$ cat config.mk
export PLATFORM = sky130hd
export DESIGN_NAME = ioctl_upload_responder
export DESIGN_NICKNAME = d
export VERILOG_FILES = /design/src/rtl/ioctl_upload_responder.sv
export SDC_FILE = /design/constraint.sdc
export NUM_CORES = 1
export LEC_CHECK = 0
export ABC_AREA = 0
export CORE_ASPECT_RATIO = 2
export CORE_MARGIN = 5
export CORE_UTILIZATION = 40
export DETAILED_ROUTE_END_ITERATION = 10
export DONT_BUFFER_PORTS = 1
export PLACE_DENSITY = 0.52
export SLEW_MARGIN = 20
export SYNTH_ARGS = -nofsm -noshare
export SYNTH_HDL_FRONTEND = slang
export SYNTH_SLANG_ARGS = --single-unit
$ cat constraint.sdc
create_clock -name clk_sys -period 6.4 [get_ports clk_sys]
set_input_delay 1.92 -clock clk_sys [delete_from_list [all_inputs] [get_ports clk_sys]]
set_output_delay 1.92 -clock clk_sys [all_outputs]
set_load 0.02 [all_outputs]
$ cat src/rtl/ioctl_upload_responder.sv
// ioctl_upload_responder
// Answers hps_io upload byte reads for one ioctl_index by fetching bytes from
// core RAM, holding hps_io off with ioctl_wait while the RAM read is pending.
// Reads beyond SIZE return 8'hFF without touching RAM; a RAM read that never
// acknowledges is abandoned after TIMEOUT cycles and flagged on the sticky err.
// Optional feature: define UPLOAD_DIRTY_TRACK_EN to compile in write-dirty
// tracking that raises a one-cycle upload_req (autosave) when the OSD opens.
module ioctl_upload_responder #(
  parameter logic [7:0] INDEX   = 8'd5,
  parameter int         AW      = 13,
  parameter int         SIZE    = 8192,
  parameter int         TIMEOUT = 255
) (
  input  logic          clk_sys,
  input  logic          reset,
  input  logic          ioctl_upload,
  input  logic [7:0]    ioctl_index,
  input  logic          ioctl_rd,
  input  logic [24:0]   ioctl_addr,
  output logic [7:0]    ioctl_din,
  output logic          ioctl_wait,
  output logic [AW-1:0] ram_addr,
  output logic          ram_rd,
  input  logic          ram_ack,
  input  logic [7:0]    ram_data,
  input  logic          ram_wr_mon,
  input  logic          osd_open,
  output logic          pause_req,
  output logic          upload_req,
  output logic          err
);

  // Timeout counter only needs to reach TIMEOUT-1 (the last waiting cycle).
  localparam int              CW      = (TIMEOUT > 1) ? $clog2(TIMEOUT) : 1;
  localparam logic [CW-1:0]   TO_LAST = CW'(TIMEOUT - 1);
  localparam logic [24:0]     SIZE_L  = 25'(SIZE);

  typedef enum logic [1:0] {IDLE, ARMED, FETCH, DONE} state_t;

  state_t          state_q, state_d;
  logic            sel, sel_q;
  logic [7:0]      din_q, din_d;
  logic [AW-1:0]   addr_q, addr_d;
  logic [CW-1:0]   cnt_q, cnt_d;
  logic            err_q, err_d;
  logic [15:0]     served_q, served_d;

  assign sel = ioctl_upload && (ioctl_index == INDEX);

  // ioctl_wait and ram_rd are both high exactly while a fetch is outstanding.
  assign ioctl_wait = (state_q == FETCH);
  assign ram_rd     = (state_q == FETCH);
  assign ioctl_din  = din_q;
  assign ram_addr   = addr_q;
  assign pause_req  = sel_q;
  assign err        = err_q;

  // Next-state and datapath decisions; losing sel overrides everything.
  always_comb begin
    state_d  = state_q;
    din_d    = din_q;
    addr_d   = addr_q;
    cnt_d    = cnt_q;
    err_d    = err_q;
    served_d = served_q;
    if (!sel) begin
      state_d = IDLE;
      cnt_d   = '0;
    end else begin
      unique case (state_q)
        IDLE: begin
          if (!sel_q) begin
            state_d  = ARMED;
            served_d = '0;
          end
        end
        ARMED: begin
          if (ioctl_rd) begin
            if (ioctl_addr < SIZE_L) begin
              addr_d  = ioctl_addr[AW-1:0];
              cnt_d   = '0;
              state_d = FETCH;
            end else begin
              din_d = 8'hFF;
            end
          end
        end
        FETCH: begin
          if (ram_ack) begin
            din_d   = ram_data;
            state_d = DONE;
          end else if (cnt_q == TO_LAST) begin
            din_d   = 8'h00;
            err_d   = 1'b1;
            state_d = DONE;
          end else begin
            cnt_d = cnt_q + 1'b1;
          end
        end
        DONE: begin
          state_d = ARMED;
          if (served_q != 16'hFFFF) served_d = served_q + 16'd1;
        end
        default: state_d = IDLE;
      endcase
    end
  end

  // State and datapath registers; reset wins over every other input.
  always_ff @(posedge clk_sys) begin
    if (reset) begin
      state_q  <= IDLE;
      sel_q    <= 1'b0;
      din_q    <= 8'h00;
      addr_q   <= '0;
      cnt_q    <= '0;
      err_q    <= 1'b0;
      served_q <= '0;
    end else begin
      state_q  <= state_d;
      sel_q    <= sel;
      din_q    <= din_d;
      addr_q   <= addr_d;
      cnt_q    <= cnt_d;
      err_q    <= err_d;
      served_q <= served_d;
    end
  end

`ifdef UPLOAD_DIRTY_TRACK_EN
  logic dirty_q, osd_q, upload_q;

  assign upload_req = upload_q;

  // Track core writes since the last upload and request an autosave on OSD open.
  always_ff @(posedge clk_sys) begin
    if (reset) begin
      dirty_q  <= 1'b0;
      osd_q    <= 1'b0;
      upload_q <= 1'b0;
    end else begin
      osd_q    <= osd_open;
      upload_q <= osd_open && !osd_q && dirty_q && !sel;
      if (ram_wr_mon)
        dirty_q <= 1'b1;
      else if (sel_q && !sel && (served_q != 16'd0))
        dirty_q <= 1'b0;
    end
  end
`else
  logic unused_dirty_inputs;

  assign upload_req          = 1'b0;
  assign unused_dirty_inputs = &{1'b0, ram_wr_mon, osd_open};
`endif

endmodule

== Word-level counts from Yosys, hierarchy flattened ==
Index checks and enable logic that the tools add are counted.

* Add/sub/neg operators: 1
* Magnitude comparators: 1
* Equal/unequal tests: 12
* Multiplexer cells: 16
* Bitwise gates (word level): 2
* Reduce and logical (&&, ||, !) cells: 9

{| class="wikitable"
|+ Operators by type and width
! cell !! number
|-
| 2-to-1 mux 8 bit || 8
|-
| case mux 8 bit (2 select lines) || 2
|-
| less-than comparator 25 x 14 -> 1 bit, second input constant || 1
|-
| inequality test 2 bit, second input constant || 6
|-
| AND reduction 4 bit || 3
|-
| 2-to-1 mux 2 bit || 5
|-
| AND reduction 5 bit || 2
|-
| adder 8 x 1 -> 8 bit, second input constant || 1
|-
| == test 8 x 3 -> 1 bit, second input constant || 1
|-
| == test 8 bit, second input constant || 1
|-
| case mux 2 bit (4 select lines) || 1
|-
| == test 2 bit, second input constant || 2
|-
| inequality test 3 x 1 -> 1 bit, second input constant || 1
|-
| == test 2 x 1 -> 1 bit, second input constant || 1
|-
| logical NOT 2 bit || 1
|-
| NOT 1 bit || 2
|-
| nonzero test 2 bit || 1
|-
| OR reduction 2 bit || 1
|-
| logical AND 1 bit || 1
|}

* Register bits: 33
* Input bits: 48
* Output and inout port bits: 26
* Word-level logic and storage cells: 47

== Depth between registers and ports, before layout ==
Gate-level depths: netlist of the first run.

* Depth after elaboration: 4
* Depth in mapped cells: 8
* Gate-level depth less buffers: 6

== Worst setup path before layout of the first run ==
Ideal clock, no wire load.

* Path type: input -> register
* Start point: input ioctl_index[4]
* End point: register din_q[0] (netlist: ioctl_din[0])
* Setup time: 132 ps
* Arrival: 3464 ps
* Required time: 6268 ps
* Slack: 2804 ps
* Stages on the path: 5
* Path buffers: 1
* Path through: or4b_4 > or4b_4 > buf_6 > a2111oi_1 > nor3_1

* Longest elaborated chain between the ends: 3

{| class="wikitable"
|+ RTL lines
! element !! RTL line !! text
|-
| from (decl) || 17 || <nowiki>input logic [7:0] ioctl_index,</nowiki>
|-
| == test 8 x 3 -> 1 bit || 48 || <nowiki>assign sel = ioctl_upload && (ioctl_index == INDEX);</nowiki>
|-
| logical AND 1 bit || 48 ||
|-
| AND reduction 5 bit (no line) || n/a ||
|-
| to (signal assigned) || 122 || <nowiki>din_q <= din_d;</nowiki>
|-
| to (decl) || 42 || <nowiki>logic [7:0] din_q, din_d;</nowiki>
|}

Every way passes these cells.
A chain may end at the register's enable or synchronous reset.

== Worst setup path after layout of the first run ==
* Start point: input ioctl_addr[22]
* End point: register cnt_q[7]

* Longest elaborated chain between the ends: 3

{| class="wikitable"
|+ RTL lines
! element !! RTL line !! text
|-
| from (decl) || 19 || <nowiki>input logic [24:0] ioctl_addr,</nowiki>
|-
| less-than comparator 25 x 14 -> 1 bit || 79 || <nowiki>if (ioctl_addr < SIZE_L) begin</nowiki>
|-
| inequality test 2 bit (no line) || n/a ||
|-
| AND reduction 5 bit (no line) || n/a ||
|-
| to (signal assigned) || 124 || <nowiki>cnt_q <= cnt_d;</nowiki>
|-
| to (decl) || 44 || <nowiki>logic [CW-1:0] cnt_q, cnt_d;</nowiki>
|}

Every way passes these cells.

==> Flow_metrics.wiki, run 1 <==
{| class="wikitable"
! Metric !! Value
|-
| Initial standard-cell utilization of the core || 0.4067
|-
| Worst hold path startpoint || cnt_q[6]
|-
| Most area-consuming cells after synthesis || sky130_fd_sc_hd__dfxtp_1 (36%), sky130_fd_sc_hd__o31ai_1 (8.2%), sky130_fd_sc_hd__nand4_1 (6.5%)
|-
| Maximum resistive drop on vdd || 222.9 uV
|-
| R2r startpoint || state_q[1]
|-
| Final core area utilization || 0.4294
|-
| Critical Path End Type || register
|-
| Post-synthesis mux area share || 0
|-
| Unique masters post-synth || slightly above 40
|-
| CTS tree || yes
|-
| Cell type with the largest total area after synthesis || sky130_fd_sc_hd__dfxtp_1
|-
| DRC violations left || 0
|-
| Seq cells post-synth || 33
|-
| Routability congestion estimate || just over 0.7
|-
| Clock slew at the register clock pins of the worst setup and hold paths || roughly 0.07 ns
|-
| Cell area after synthesis || around 0.0018 mm^2
|-
| Achievable Freq || ~240 MHz
|-
| Wire length on met1 || between 2000 and 2500 um
|-
| # port buffers || 0
|-
| Final nets || 255
|-
| Fraction of layout instances using a drive strength above 1 || 0.09360
|-
| Placed instance area || around 0.0018 mm^2
|-
| Worst hold path class || register to register
|-
| Static leakage || roughly 0.54 nW
|-
| Chain of cells forming the critical path || nor4_2 > nand4_1 > o311ai_1 > a21oi_1
|-
| Final total negative setup slack || 0 ns
|-
| Sequential share of the synthesized area || 0.3602
|-
| Critical path launch point || ioctl_addr[22]
|-
| Boundary Pins || 74
|-
| Htree depth || 2
|-
| Met3 wire length || around 430 um
|-
| Maximum single-stage delay on the critical path || about 1.0 ns
|-
| Clock sinks || 33
|-
| Uppermost layer routed || met4
|-
| Die outline area || roughly 0.0061 mm^2
|-
| Pin count of the biggest net entering global routing || 25
|-
| Final Cell Area || slightly below 0.002 mm^2
|-
| Avg WL per Cell || around 19 um
|-
| Root cell of the clock tree || sky130_fd_sc_hd__clkbuf_8
|-
| Slowest cell on the critical path || sky130_fd_sc_hd__o311ai_1
|-
| Number of rows created at floorplan || 35
|-
| Data arrival time of the worst path || roughly 4.3 ns
|-
| Share of the synthesized netlist area taken by xor and xnor gates || 0
|-
| Number of antenna cells inserted || 0
|-
| Violation count after the first detailed-route iteration || 61
|-
| Post-route fraction of the period consumed by the critical path || 0.6528
|-
| Number of vias per cell || between 6 and 7
|-
| Main combinational cell family by area after synthesis || compound AO/OA/AOI/OAI gates
|-
| Net count after synthesis || 266
|-
| Quantity of hold-fixing buffers added after cts || 0
|-
| P per Cell Area || between 200 and 250 mW/mm^2
|-
| Delay-heaviest family, CP || simple AND/OR/NAND/NOR gates
|-
| Number of resized instances in the post-cts repair step || 0
|-
| Number of failing setup endpoints in the final timing report || 0
|-
| Main synth FF type || sky130_fd_sc_hd__dfxtp_1
|-
| Most used cells in the layout excluding fill and tap cells || sky130_fd_sc_hd__dfxtp_1 (33), sky130_fd_sc_hd__a21oi_1 (22), sky130_fd_sc_hd__nand2_1 (20), sky130_fd_sc_hd__o31ai_1 (20), sky130_fd_sc_hd__nand4_1 (19)
|-
| Clock buffer count from CTS || 5
|-
| Buffers inserted by post-CTS timing repair || 0
|-
| Count of yosys warnings during synthesis || 0
|-
| Worst slew pin tran || 0.9670 ns
|-
| Die width || 57.89 um
|-
| Area share of the leading cell type in the synthesized netlist || 0.3602
|-
| Detailed-route via count || 1,654
|-
| DRT antenna net count || 0
|-
| Number of placed cells counting well taps || 250
|-
| Number of enable flip-flop cells after synthesis || 0
|-
| Clock latency reported for the late side of the worst-skew pair || between 0.2 and 0.3 ns
|-
| Max-capacitance violation count || 0
|-
| Max-slew violation count || 0
|-
| Via count of the first global-routing pass || between 1,500 and 2,000
|-
| Pre-Repair DR Iteration Count || 4
|-
| Overall global routing resource usage || 0.1629
|-
| Arithmetic-cell share of the synthesized area counting full adders, half adders and majority gates || 0.03411
|-
| Headroom to the max-slew limit || 0.3451
|-
| Total Routed Length || about 4900 um
|-
| Post-route minimum period || approximately 4.2 ns
|-
| Maximum fanout along the worst path || 14
|-
| Gate count of the mapped netlist || 213
|-
| Critical setup path kind || input pin to register
|-
| Maximum number of buffers from clock root to sink || 2
|-
| Result of the run || finished clean
|-
| Area inside the core boundary || about 0.0045 mm^2
|-
| Synthesized-area fraction occupied by ao, oa, aoi and oai cells || 0.2776
|-
| Global-route wire length before repair || 7935 um
|-
| Area delta synth->final || 5.594%
|-
| Total half-perimeter wirelength after legalization and detailed placement || around 3500 um
|-
| Total buffers and inverters traversed by the critical path || 0
|-
| Setup repair after global routing missed its margin || no
|-
| Fin cells || 258
|-
| Final number of hold-violating endpoints || 0
|-
| Synth Area per Inst || between 8 and 9 um^2
|-
| Initial antenna violation count || 0
|-
| Grt ovf || 0
|-
| Post-synthesis simple-gate area fraction || 0.2585
|-
| Data required, critical path || approximately 6.5 ns
|-
| Die height || ~110 um
|-
| Routed met2 length || ~2300 um
|-
| Category of the worst setup path launch point || input pin
|-
| Post-route clock skew || roughly 0.008 ns
|-
| Async set-reset flop share out of synthesis || 0
|-
| Most common cell after layout, fill and taps aside || sky130_fd_sc_hd__dfxtp_1
|}
metal layers:
layer  vias up  track usage
li1        817            -
met1       769       0.1988
met2        62       0.2524
met3         6      0.05760
met4         0      0.07131
met5         -            0
area by class of cell:
| class | count | area, um^2 |
|---|---|---|
| Clock buffer | 7 | 86.33 |
| Tap cell | 55 | 68.82 |
| Clock inverter | 1 | 30.03 |
| Multi-Input combinational cell | 154 | 1057 |
| Fill cell | 463 | 2574 |
| Inverter | 7 | 26.28 |
| Sequential cell | 33 | 660.6 |
| Timing Repair Buffer | 1 | 7.507 |
kinds of logic after synthesis:
logic type,after synthesis
DFF,33
other,1
adders and majority gates,5
buffers and inverters,26
AOI/OAI and AO/OA,71
and+or+nand+nor,77
registers in the layout (all words and copies together), names as in the netlist:
name / flops
cnt_q: 8
err: 1
ioctl_din: 8
pause_req: 1
ram_addr: 13
state_q: 2
per-stage QoR:
| stage | power (mW) | setup slack, ns | hold WS (ns) |
|---|---|---|---|
| 3_5_place_dp | 0.2153 | 1.967 | 0.4765 |
| 3_3_place_gp | 0.2152 | 2.039 | 0.4715 |
| 6_report | 0.4121 | 2.222 | 0.4870 |
| 5_1_grt | 0.4275 | 1.966 | 0.5201 |
| 4_1_cts | 0.4181 | 2.270 | 0.4863 |
| 2_1_floorplan | 0.2174 | 2.804 | 0.4522 |
synth_stat cells (2+ instances only):
library cell,instances
sky130_fd_sc_hd__nor2_1,5
sky130_fd_sc_hd__or4_1,5
sky130_fd_sc_hd__inv_1,6
sky130_fd_sc_hd__buf_4,2
sky130_fd_sc_hd__ha_1,5
sky130_fd_sc_hd__o31ai_1,20
sky130_fd_sc_hd__nor2b_1,2
sky130_fd_sc_hd__dfxtp_1,33
sky130_fd_sc_hd__nor4_2,3
sky130_fd_sc_hd__clkbuf_1,12
sky130_fd_sc_hd__a2111oi_1,6
sky130_fd_sc_hd__or3_1,2
sky130_fd_sc_hd__nand3_1,4
sky130_fd_sc_hd__or4b_4,2
sky130_fd_sc_hd__buf_2,3
sky130_fd_sc_hd__nand4_1,19
sky130_fd_sc_hd__buf_6,2
sky130_fd_sc_hd__a21oi_1,22
sky130_fd_sc_hd__or4b_1,2
sky130_fd_sc_hd__nor3_1,8
sky130_fd_sc_hd__nand2_1,20
sky130_fd_sc_hd__a41oi_1,9
sky130_fd_sc_hd__a31oi_1,2
sky130_fd_sc_hd__o21ai_0,2
worst paths after layout:
| path | to | slack [ns] | cells after the start |
|---|---|---|---|
| min | cnt_q[6] | 0.49 | 2 |
| max reg2reg | cnt_q[7] | 3.49 | 5 |
| max | cnt_q[7] | 2.22 | 4 |
| min reg2reg | cnt_q[6] | 0.49 | 2 |
power breakdown:
part	total [mW]	internal, mW	switching, mW
Clock	0.201	0.127	0.0745
Sequential	0.205	0.205	0.0000191
Combinational	0.00540	0.00238	0.00302
Total	0.412	0.335	0.0776
worst min-delay path: stages, from the launching register on:
cell and delay, ns:
sky130_fd_sc_hd__dfxtp_1 0.32, sky130_fd_sc_hd__o31ai_1 0.06, sky130_fd_sc_hd__a21oi_1 0.05
Power figures use the tool's default switching activity.
==> run 2: changes to the inputs <==
==> constraint.sdc (replaced) <==
create_clock -name clk_sys -period 4.2 [get_ports clk_sys]
set_input_delay 1.26 -clock clk_sys [delete_from_list [all_inputs] [get_ports clk_sys]]
set_output_delay 1.26 -clock clk_sys [all_outputs]
set_load 0.02 [all_outputs]
==> Flow_metrics.wiki, run 2 (same netlist as run 1, synthesis figures left out) <==
{| class="wikitable"
! Metric !! Value
|-
| Critical path launch point || ioctl_index[4]
|-
| P per Cell Area || 343.8 mW/mm^2 (+62%)
|-
| Boundary Pins || 74 (unchanged)
|-
| Pin count of the biggest net entering global routing || 24 (-4.0%)
|-
| Grt ovf || 0 (unchanged)
|-
| Static leakage || 0.5608 nW (+4.4%)
|-
| Die height || 105.8 um (unchanged)
|-
| Clock buffer count from CTS || 5 (unchanged)
|-
| Avg WL per Cell || 18.60 um (-1.1%)
|-
| # port buffers || 0 (unchanged)
|-
| Htree depth || 2 (unchanged)
|-
| Number of vias per cell || 6.383 (-0.43%)
|-
| Clock latency reported for the late side of the worst-skew pair || 0.28 ns (about the same)
|-
| Clock sinks || 33 (unchanged)
|-
| Worst hold path startpoint || cnt_q[6]
|-
| CTS tree || yes
|-
| Quantity of hold-fixing buffers added after cts || 0 (unchanged)
|-
| Maximum fanout along the worst path || 21 (+7)
|-
| Worst hold path class || register to register
|-
| Post-route clock skew || 0.004929 ns (-0.003250 ns)
|-
| Buffers inserted by post-CTS timing repair || 0 (unchanged)
|-
| Data arrival time of the worst path || 3.06 ns (-1.25 ns)
|-
| Number of flip-flops under the largest register name || 13 (unchanged)
|-
| R2r startpoint || state_q[0]
|-
| Initial standard-cell utilization of the core || 0.4067 (unchanged)
|-
| Area inside the core boundary || 0.004511 mm^2 (unchanged)
|-
| Detailed-route via count || 1,666 (+0.73%)
|-
| Post-route fraction of the period consumed by the critical path || 0.6924
|-
| Most used cells in the layout excluding fill and tap cells || sky130_fd_sc_hd__dfxtp_1 (33), sky130_fd_sc_hd__a21oi_1 (22), sky130_fd_sc_hd__nand2_1 (20), sky130_fd_sc_hd__o31ai_1 (20), sky130_fd_sc_hd__nand4_1 (19)
|-
| Design Power || 0.6797 mW (+65%)
|-
| Final number of hold-violating endpoints || 0 (unchanged)
|-
| Pre-Repair DR Iteration Count || 5 (+1)
|-
| Data required, critical path || 4.35 ns (-2.18 ns)
|-
| Violation count after the first detailed-route iteration || 58 (-4.9%)
|-
| Clock slew at the register clock pins of the worst setup and hold paths || 0.07 ns (about the same)
|-
| Number of resized instances in the post-cts repair step || 0 (unchanged)
|-
| Most common cell after layout, fill and taps aside || sky130_fd_sc_hd__dfxtp_1
|-
| Die outline area || 0.006122 mm^2 (unchanged)
|-
| Max-slew violation count || 0 (unchanged)
|-
| DRT antenna net count || 0 (unchanged)
|-
| Worst slew pin tran || 0.9360 ns (-0.03107 ns)
|-
| Global-route wire length before repair || 8114 um (+2.3%)
|-
| Die width || 57.89 um (unchanged)
|-
| Total half-perimeter wirelength after legalization and detailed placement || 3510 um (+1.2%)
|-
| Maximum resistive drop on vdd || 260.1 uV (+17%)
|-
| Headroom to the max-slew limit || 0.3662 (+0.02104)
|-
| Fraction of layout instances using a drive strength above 1 || 0.1117 (+0.01805)
|-
| Max-capacitance violation count || 0 (unchanged)
|-
| Area delta synth->final || 7.776%
|-
| Final nets || 258 (+1.2%)
|-
| Result of the run || finished clean
|-
| Number of failing setup endpoints in the final timing report || 0 (unchanged)
|-
| Critical setup path kind || input pin to register
|-
| Initial antenna violation count || 0 (unchanged)
|-
| Routability congestion estimate || 0.7373 (+3.7%)
|-
| Setup repair after global routing missed its margin || no
|-
| Via count of the first global-routing pass || 1,630 (+1.5%)
|-
| Achievable Freq || between 300 and 400 MHz
|-
| Overall global routing resource usage || 0.1652 (+0.002325)
|-
| Critical Path End Type || register
|-
| Category of the worst setup path launch point || input pin
|-
| Final total negative setup slack || 0 ns (unchanged)
|-
| Root cell of the clock tree || sky130_fd_sc_hd__clkbuf_8
|-
| Maximum number of buffers from clock root to sink || 2 (unchanged)
|-
| DRC violations left || 0 (unchanged)
|-
| Post-route minimum period || 2.908 ns
|-
| Number of rows created at floorplan || 35 (unchanged)
|-
| Number of antenna cells inserted || 0 (unchanged)
|-
| Total Routed Length || 4855 um (about the same)
|}
-- run 2: cell count changes in the layout (fill, tap and decap cells not counted), sizes merged --
cell | previous run | this run
clkinv | 1 | 2
bufinv | 1 | 2
clkbuf | 7 | 5
buf | 1 | 4
-- run 2: critical path: stages --
cell and delay, ns:
sky130_fd_sc_hd__or4b_4 0.54, sky130_fd_sc_hd__or4b_4 0.69, sky130_fd_sc_hd__a2111oi_0 0.49, sky130_fd_sc_hd__nor3_1 0.08
-- run 2: cell type report --
class | count | area (um^2)
repair buffers | 4 | 30.03
flip-flops and latches | 33 | 660.6
clock inverters | 3 | 65.06
multi-input cells | 154 | 1057
clock buffers | 5 | 68.82
well taps | 55 | 68.82
fillers | 458 | 2534
inverters | 7 | 26.28
-- run 2: per-stage QoR --
| stage | utilization | hold WS [ns] | area [um^2] | std cells | setup WS (ns) |
|---|---|---|---|---|---|
| after floorplan | - | 0.4522 | 1834 | 213 | 1.264 |
| after global placement | 0.4069 | 0.4718 | 1836 | 253 | 0.9265 |
| after detailed placement | 0.4069 | 0.4749 | 1836 | 253 | 0.8739 |
| after CTS | 0.4366 | 0.4900 | 1969 | 261 | 1.170 |
| after global routing | 0.4383 | 0.5228 | 1977 | 261 | 1.102 |
| final | 0.4383 | 0.4889 | 1977 | 261 | 1.292 |
-- run 2: worst paths after layout --
| kind | end | slack, ns | cells past startpoint |
|---|---|---|---|
| hold / removal | cnt_q[6] | 0.49 | 2 |
| setup / recovery | ioctl_din[1] | 1.29 | 4 |
| hold reg to reg | cnt_q[6] | 0.49 | 2 |
| setup reg to reg | cnt_q[4] | 1.65 | 6 |
-- run 2: report_power, final --
part           switching [mW]  internal [mW]
combinational         0.00468        0.00365
sequential          0.0000292          0.313
clock                   0.123          0.236
-- run 2: metal layers --
metal	global-route usage	wire length (um)	share of wire	up-vias
met5	0	0	0	-
met4	0.04975	62	0.013	0
met3	0.06127	453	0.093	4
met2	0.2710	2357	0.49	62
met1	0.1961	1981	0.41	772
li1	-	-	-	828
